--- src/rtl/mvmult_dot_pipe.sv ---
// mvmult_dot_pipe
//   Sequential signed fixed-point dot product with an ap_ctrl_hs style
//   handshake. One multiply-accumulate per cycle over N terms, then the
//   accumulator is scaled back to Q(W-F).F and either saturated or wrapped.
//
// Handshake: a request is accepted on a rising edge where ap_start=1 and the
//   block is idle. ap_ready pulses for the one cycle after that edge, when the
//   operands are held internally. ap_done stays high while the result is
//   valid and drops on the edge after ap_continue=1 is sampled while done.
//   ap_start is ignored unless idle, and ap_continue is ignored unless done.
//
// Ports
//   ap_clk, ap_rst_n     clock, asynchronous active-low reset
//   ap_start             request one dot product
//   ap_continue          downstream has taken the result
//   vec_in, coef_in      N packed W-bit operands, element j at [j*W +: W]
//   bias_in, bias_en     optional accumulator start value (Q(W-F).F)
//   ap_idle/ready/done   handshake status
//   result, ovf          scaled result and its saturate/wrap flag
//   dbg_state            current FSM state, for observation only
module mvmult_dot_pipe #(
  parameter int N   = 4,
  parameter int W   = 32,
  parameter int F   = 16,
  parameter int SAT = 1
) (
  input  logic           ap_clk,
  input  logic           ap_rst_n,
  input  logic           ap_start,
  input  logic           ap_continue,
  input  logic [N*W-1:0] vec_in,
  input  logic [N*W-1:0] coef_in,
  input  logic [W-1:0]   bias_in,
  input  logic           bias_en,
  output logic           ap_idle,
  output logic           ap_ready,
  output logic           ap_done,
  output logic [W-1:0]   result,
  output logic           ovf,
  output logic [1:0]     dbg_state
);

  localparam int JW = $clog2(N);
  // 2W-bit products, N of them plus a bias of at most W+F bits: the extra
  // clog2(N)+1 bits keep the running sum exact.
  localparam int AW = 2*W + $clog2(N) + 1;

  typedef enum logic [1:0] {
    S_IDLE = 2'd0,
    S_RUN  = 2'd1,
    S_DONE = 2'd2
  } state_t;

  state_t               state;
  state_t               state_nxt;
  logic [JW-1:0]        j;
  logic signed [AW-1:0] acc;
  logic [N*W-1:0]       vec_r;
  logic [N*W-1:0]       coef_r;
  logic                 ready_r;

  logic                 start_acc;
  logic                 last_term;
  logic signed [W-1:0]  op_c;
  logic signed [W-1:0]  op_v;
  logic signed [2*W-1:0] prod;
  logic signed [AW-1:0] prod_ext;
  logic signed [AW-1:0] acc_sum;
  logic signed [AW-1:0] bias_ext;
  logic signed [AW-1:0] acc_init;
  logic signed [AW-1:0] scaled;
  logic [AW-W:0]        scaled_top;
  logic                 out_ovf;
  logic [W-1:0]         sat_val;
  logic [W-1:0]         res_nxt;

  assign start_acc = (state == S_IDLE) && ap_start;
  assign last_term = (j == JW'(N - 1));

  // ---------------- FSM ----------------
  always_ff @(posedge ap_clk or negedge ap_rst_n) begin
    if (!ap_rst_n) begin
      state <= S_IDLE;
    end else begin
      state <= state_nxt;
    end
  end

  always_comb begin
    state_nxt = state;
    case (state)
      S_IDLE:  if (ap_start)    state_nxt = S_RUN;
      S_RUN:   if (last_term)   state_nxt = S_DONE;
      S_DONE:  if (ap_continue) state_nxt = S_IDLE;
      default:                  state_nxt = S_IDLE;
    endcase
  end

  // ---------------- datapath ----------------
  assign op_c     = coef_r[j*W +: W];
  assign op_v     = vec_r[j*W +: W];
  assign prod     = op_c * op_v;
  assign prod_ext = {{(AW-2*W){prod[2*W-1]}}, prod};
  assign acc_sum  = acc + prod_ext;

  // Bias is aligned to the product scale (2F fractional bits).
  assign bias_ext = {{(AW-W){bias_in[W-1]}}, bias_in};
  assign acc_init = bias_en ? (bias_ext <<< F) : '0;

  // The final result is formed from acc_sum so the last term is included
  // on the same edge that enters DONE.
  assign scaled     = acc_sum >>> F;
  // In range exactly when every bit from the W-bit sign upward agrees.
  assign scaled_top = scaled[AW-1:W-1];
  assign out_ovf    = !((&scaled_top) || !(|scaled_top));
  assign sat_val    = scaled[AW-1] ? {1'b1, {(W-1){1'b0}}} : {1'b0, {(W-1){1'b1}}};
  assign res_nxt    = ((SAT != 0) && out_ovf) ? sat_val : scaled[W-1:0];

  // The accumulator is the holding register for bias_in/bias_en: they are
  // folded into it at acceptance, so later input changes have no effect.
  always_ff @(posedge ap_clk or negedge ap_rst_n) begin
    if (!ap_rst_n) begin
      j       <= '0;
      acc     <= '0;
      vec_r   <= '0;
      coef_r  <= '0;
      result  <= '0;
      ovf     <= 1'b0;
      ready_r <= 1'b0;
    end else begin
      ready_r <= start_acc;
      if (start_acc) begin
        vec_r  <= vec_in;
        coef_r <= coef_in;
        acc    <= acc_init;
        j      <= '0;
      end else if (state == S_RUN) begin
        acc <= acc_sum;
        if (last_term) begin
          result <= res_nxt;
          ovf    <= out_ovf;
        end else begin
          j <= j + 1'b1;
        end
      end
    end
  end

  assign ap_idle   = (state == S_IDLE);
  assign ap_done   = (state == S_DONE);
  assign ap_ready  = ready_r;
  assign dbg_state = state;

endmodule
--- config.mk ---
export PLATFORM = sky130hd
export DESIGN_NAME = mvmult_dot_pipe
export DESIGN_NICKNAME = d
export VERILOG_FILES = /design/src/rtl/mvmult_dot_pipe.sv
export SDC_FILE = /design/constraint.sdc
export NUM_CORES = 2
export LEC_CHECK = 0
export CAP_MARGIN = 20
export CORE_MARGIN = 2
export CORE_UTILIZATION = 50
export DETAILED_ROUTE_END_ITERATION = 10
export DONT_BUFFER_PORTS = 1
export GPL_TIMING_DRIVEN = 0
export PLACE_DENSITY = 0.7
export SYNTH_ARGS = -nofsm -noshare
export SYNTH_HDL_FRONTEND = slang
export SYNTH_SLANG_ARGS = --single-unit
--- constraint.sdc ---
create_clock -name ap_clk -period 15.2 [get_ports ap_clk]
set_input_delay 2.28 -clock ap_clk [delete_from_list [all_inputs] [get_ports ap_clk]]
set_output_delay 2.28 -clock ap_clk [all_outputs]
set_load 0.05 [all_outputs]
; ---- Yosys cells after proc, flatten, opt, wreduce, memory -nomap -nowiden
; Cells that the tools add are included.
; Widths: inputs -> output; s select.
[op_classes]
addsub = 2
n_mul = 1
n_div = 0
n_lt_le_gt_ge = 0
eq_ne = 7
shift = 2
n_mux = 12
bitwise_logic = 1
n_reduce_logical = 11
[op_table]
columns = op, count
row1 = $shiftx 128x8->32, 2
row2 = $mux 67, 3
row3 = $add 67x64->67, 1
row4 = $mul 32x32->64, 1
row5 = $mux 32, 2
row6 = $reduce_and 20->1, 1
row7 = $reduce_or 20->1, 1
row8 = $mux 2, 6
row9 = $ne 2x2->1 const B, 4
row10 = $pmux 2 s3, 1
row11 = $reduce_and 3->1, 2
row12 = $eq 2x2->1 const B, 2
row13 = $add 2x1->2 const B, 1
row14 = $eq 2x1->1 const B, 1
row15 = $logic_not 1->1, 2
row16 = $logic_not 2->1, 1
row17 = $reduce_and 2->1, 1
row18 = $reduce_bool 2->1, 1
row19 = $logic_and 1x1->1, 1
row20 = $logic_or 1x1->1, 1
row21 = $not 1->1, 1
[totals]
register_bits = 361
latch_bits = 0
ramBits = 0
mem_bits_ro = 0
input_bits = 293
output_inout_bits = 38
mem_count = 0

; ---- Logic depth before layout (Yosys ltp)
[logic_depth]
ltp_word = 7
ltp_mapped = 39

; ---- Worst setup path after synthesis
; No wires, ideal clock.
[synth_timing]
path_type = flip-flop to flip-flop
from = register j[0]
to = register result[6]
arrival_time_ps = 11145
path_slack_ps = 3908
stages_incl_launch_ff = 34
path_buffers = 5
cell_sequence = dfrtp_1 > clkbuf_1 > buf_1 > mux4_2 > clkbuf_1 > nand2_1 > fa_1 > fa_1 > inv_1 > fa_1 > inv_1 > fa_1 > inv_1 > fa_1 > fa_1 > fa_1 > inv_1 > fa_1 > inv_1 > ha_1 > clkbuf_1 > nand2_1 > o21a_1 > a21boi_1 > a2111oi_1 > o21ai_1 > o21ai_0 > xor2_1 > or3_1 > or4_1 > or4_4 > o22ai_4 > buf_8 > a211oi_2
[synth_between]
elab_chain_cells = 7
word_cells_on_any_way = 12
classes_between = add/sub: 1 / mul: 1 / eq/ne: 1 / shift: 2 / mux: 2 / reduce/logical: 5
[synth_rtl]
columns = item, line_no
row1 = from (decl), 56  ; logic [JW-1:0] j;
row2 = from (signal assigned), 143  ; j <= j + 1'b1;
row3 = $shiftx 128x8->32 (on tied branches), "100, 101"
row4 = $mul 32x32->64, 102  ; assign prod = op_c * op_v;
row5 = $add 67x64->67, 104  ; assign acc_sum = acc + prod_ext;
row6 = $reduce_or 20->1, 115  ; assign out_ovf = !((&scaled_top) || !(|scaled_top));
row7 = $logic_not 1->1, 115
row8 = $logic_or 1x1->1, 115
row9 = $mux 32, 117  ; assign res_nxt = ((SAT != 0) && out_ovf) ? sat_val : scaled[W-1:0];
row10 = to (signal assigned), 140  ; result <= res_nxt;
row11 = to (decl), 38  ; output logic [W-1:0] result,
; Parallel ways exist; a longest one is shown, timed or not.
; A chain may end at the register's enable or synchronous reset.

; ---- Final worst setup path
[layout_timing]
from = register j[0]
to = register result[21]
; The elaborated chain is that of the path after synthesis.

==> impl_results.html <==
<table>
<tr><th>Metric</th><th>Value</th></tr>
<tr><th colspan="2">Run status</th></tr>
<tr><td>Result of the run</td><td>finished clean</td></tr>
<tr><th colspan="2">Yosys</th></tr>
<tr><td>Leading register cell type out of synthesis</td><td>sky130_fd_sc_hd__dfrtp_1</td></tr>
<tr><td>Nets in the synthesized netlist</td><td>8,044</td></tr>
<tr><td>Yosys warning total</td><td>0</td></tr>
<tr><td>Portion of synthesized cell area occupied by the leading cell type</td><td>0.439</td></tr>
<tr><td>Sequential element share of the synthesized area</td><td>0.159</td></tr>
<tr><td>Post-synth cell types</td><td>78</td></tr>
<tr><td>Number of enable-type register cells in the synthesized netlist</td><td>0</td></tr>
<tr><td>Ys async rst share</td><td>1.00</td></tr>
<tr><td>Synthesized flop and latch total</td><td>361</td></tr>
<tr><td>Syn Inst Count</td><td>6,283</td></tr>
<tr><td>Post-Syn Area</td><td>56,700 um2</td></tr>
<tr><td>Mapped Avg Cell Area</td><td>9.03 um2</td></tr>
<tr><td>Top cells by area, synth</td><td>sky130_fd_sc_hd__fa_1, sky130_fd_sc_hd__dfrtp_1, sky130_fd_sc_hd__nand2_1</td></tr>
<tr><td>Most area-hungry cell type in the Yosys netlist</td><td>sky130_fd_sc_hd__fa_1</td></tr>
<tr><th colspan="2">Clock tree</th></tr>
<tr><td>Clock Sink Count</td><td>361</td></tr>
<tr><td>H-tree Lvls</td><td>2</td></tr>
<tr><td>Buffers from clock root to sink, at most</td><td>3</td></tr>
<tr><td>TritonCTS clock tree</td><td>built</td></tr>
<tr><td>Clock transition time at the flip-flop clock pins of the worst setup and hold paths</td><td>0.06 ns</td></tr>
<tr><td>Hold buffers post-CTS</td><td>0</td></tr>
<tr><td>Total CTS buffers</td><td>43</td></tr>
<tr><td>Count of buffers added by post-CTS timing repair for setup</td><td>0</td></tr>
<tr><td>Source-to-sink clock delay at the later pin of the worst-skew pair</td><td>0.63 ns</td></tr>
<tr><td>Clk Tree Root Cell</td><td>sky130_fd_sc_hd__clkbuf_16</td></tr>
<tr><th colspan="2">Critical path</th></tr>
<tr><td>Critical Path Most Common Cell</td><td>sky130_fd_sc_hd__fa_1</td></tr>
<tr><td>Buffer and inverter count on the worst path</td><td>10</td></tr>
<tr><td>Worst Path Arrival</td><td>15.40 ns</td></tr>
<tr><td>Kind of critical path</td><td>reg -&gt; reg</td></tr>
<tr><td>Required time at the worst-slack endpoint</td><td>15.68 ns</td></tr>
<tr><td>Cell class contributing the biggest share of worst-path delay</td><td>adder cells</td></tr>
<tr><td>Worst-path cell with the longest stage delay</td><td>sky130_fd_sc_hd__clkbuf_1</td></tr>
<tr><td>Startpoint types</td><td>flop</td></tr>
<tr><td>Peak fanout along the critical path</td><td>10</td></tr>
<tr><td>CP endpoint kind</td><td>flop</td></tr>
<tr><td>Worst reg-to-reg setup slack</td><td>0.28 ns</td></tr>
<tr><td>Largest stage delay on the critical path</td><td>0.96 ns</td></tr>
<tr><th colspan="2">Global route</th></tr>
<tr><td>Initial antenna violation count</td><td>12</td></tr>
<tr><td>Overflow left after global routing</td><td>0</td></tr>
<tr><td>GR Util All Layers</td><td>0.414</td></tr>
<tr><td>Number of global-route vias before repair</td><td>48,000</td></tr>
<tr><td>Global-route wire length before repair</td><td>339,000 um</td></tr>
<tr><td>Largest net degree at the start of global routing</td><td>362</td></tr>
<tr><th colspan="2">Layout</th></tr>
<tr><td>Share of the core filled with cells in the final layout</td><td>0.541</td></tr>
<tr><td>Final Non-Filler Cells</td><td>7,919</td></tr>
<tr><td>Final #Nets</td><td>8,144</td></tr>
<tr><td>Most frequent cells in the layout</td><td>sky130_fd_sc_hd__nand2_1, sky130_fd_sc_hd__inv_1, sky130_fd_sc_hd__fa_1</td></tr>
<tr><td>Area growth, synth to finish</td><td>7.27%</td></tr>
<tr><td>Most common library cell in the layout ignoring fill and taps</td><td>sky130_fd_sc_hd__nand2_1</td></tr>
<tr><td>Layout cell share with drive strength beyond 1</td><td>0.0399</td></tr>
<tr><th colspan="2">Floorplan</th></tr>
<tr><td>Area enclosed by the die boundary</td><td>116,000 um2</td></tr>
<tr><td>Effective utilization at floorplan</td><td>0.504</td></tr>
<tr><td>Overall die height</td><td>341 um</td></tr>
<tr><td>CORE AREA</td><td>112,000 um2</td></tr>
<tr><td>Number of placed I/O pins</td><td>331</td></tr>
<tr><td>DIE WIDTH</td><td>341 um</td></tr>
<tr><td>Number of placement rows</td><td>123</td></tr>
<tr><th colspan="2">Drt</th></tr>
<tr><td>Number of design-rule violations left by the first detailed-router iteration</td><td>4,663</td></tr>
<tr><td>Routed wire length per instance</td><td>29.4 um</td></tr>
<tr><td>Via Count</td><td>45,300</td></tr>
<tr><td>Number of vias per cell</td><td>5.73</td></tr>
<tr><td>Final routed wirelength across all metal layers</td><td>233,000 um</td></tr>
<tr><td>DRC violation count after routing</td><td>0</td></tr>
<tr><td>Detailed-router iteration count before antenna repair</td><td>9</td></tr>
<tr><td>DRT antenna net count</td><td>0</td></tr>
<tr><th colspan="2">Worst hold path</th></tr>
<tr><td>Hold Path Class</td><td>reg -&gt; reg</td></tr>
<tr><th colspan="2">STA</th></tr>
<tr><td>Max-slew headroom at the worst pin</td><td>0.151</td></tr>
<tr><td>Setup violations, final</td><td>0</td></tr>
<tr><td>Slew at the pin closest to its max-slew limit</td><td>1.27 ns</td></tr>
<tr><td>Period Utilization, post-route</td><td>0.982</td></tr>
<tr><td>Final Max Slew Viols</td><td>0</td></tr>
<tr><td>Maximum clock frequency</td><td>0.0670 GHz</td></tr>
<tr><td>Final critical-path setup slack</td><td>0.276 ns</td></tr>
<tr><td>Post-route worst hold slack</td><td>0.475 ns</td></tr>
<tr><td>Crit path time final</td><td>14.92 ns</td></tr>
<tr><td>Final worst clock skew</td><td>0.0133 ns</td></tr>
<tr><td>Unrepaired setup endpoints after global routing</td><td>no</td></tr>
<tr><td>Hold violation total from the final report</td><td>0</td></tr>
<tr><th colspan="2">Placement</th></tr>
<tr><td>Count of input and output buffers</td><td>0</td></tr>
<tr><td>Pre-CTS setup slack</td><td>0.246 ns</td></tr>
<tr><td>HPWL after detailed placement</td><td>199,000 um</td></tr>
<tr><td>GP Congestion</td><td>1.05</td></tr>
<tr><td>Number of cells after detailed placement</td><td>7,830</td></tr>
<tr><th colspan="2">Run</th></tr>
<tr><td>Max capacitance violation total</td><td>0</td></tr>
</table>
[sequential cells by signal, indices dropped and copies added, names as in the netlist]
name / count
acc: 67
ap_ready: 1
coef_r: 128
dbg_state: 2
j: 2
ovf: 1
result: 32
vec_r: 128
[metal layers]
| layer | wire length, um | vias up | GRT usage | part of all wire |
|---|---|---|---|---|
| met5 | 226 | - | 0 | 0.00097 |
| met4 | 14800 | 16 | 0.209 | 0.063 |
| met3 | 27700 | 520 | 0.134 | 0.12 |
| met2 | 99600 | 2617 | 0.605 | 0.43 |
| met1 | 90800 | 23400 | 0.555 | 0.39 |
| li1 | - | 18800 | - | - |
[logic make-up after synthesis]
kind of cell / share of synthesized area
AOI/OAI and AO/OA: 0.0590
xor gates and xnor gates: 0.0122
adders and majority gates: 0.488
buffers and inverters: 0.105
DFF: 0.159
muxes: 0.0247
and+or+nand+nor: 0.151
[synthesized netlist by cell type (all sizes together), types with 23 or more instances]
cell type,n
xor2,27
nand3,23
inv,1249
buf,48
nor2,552
nand4,32
nand2,1463
mux2i,52
xnor2,52
o21a,60
a211oi,66
fa,1243
and2,37
o21ai,123
ha,225
a21oi,135
clkbuf,278
dfrtp,361
mux2,50
[through the flow]
step	TNS, ns	area (um2)
2_1_floorplan	0	56700
3_3_place_gp	-8.93	58600
3_5_place_dp	0	59200
4_1_cts	0	60700
5_1_grt	0	60800
6_report	0	60800
[final timing paths]
kind                       startpoint          to  cells past startpoint
min reg2reg                coef_r[99]  coef_r[99]                      2
min                        coef_r[99]  coef_r[99]                      2
min in group asynchronous    ap_rst_n      acc[8]                      0
max in group asynchronous    ap_rst_n  coef_r[17]                      0
max                              j[0]  result[21]                     34
max reg2reg                      j[0]  result[21]                     34
[worst min-delay path, cell delays in order (launching register included)]
cell and delay [ns]:
sky130_fd_sc_hd__dfrtp_1 0.34, sky130_fd_sc_hd__nand2_1 0.05, sky130_fd_sc_hd__nand2_1 0.05
[repair_timing]
action                                 4_1_cts  5_1_grt
endpoints found under the hold margin        0        0
setup endpoints to repair                    0       31
gates resized for setup                      0        9
[area by class of cell]
cell class,count,area (um2)
fillers,10400,51700
multi-input cells,4344,41700
flip-flops and latches,361,9030
inverters,1252,4700
well taps,1500,1880
plain buffers,325,1290
clock buffers,57,1170
repair buffers,56,753
clock inverters,20,277
diodes,4,10.0
Power is left out: the tool's default activity adds up to more than one toggle a clock period on the data nets, which glitch-free logic cannot reach.
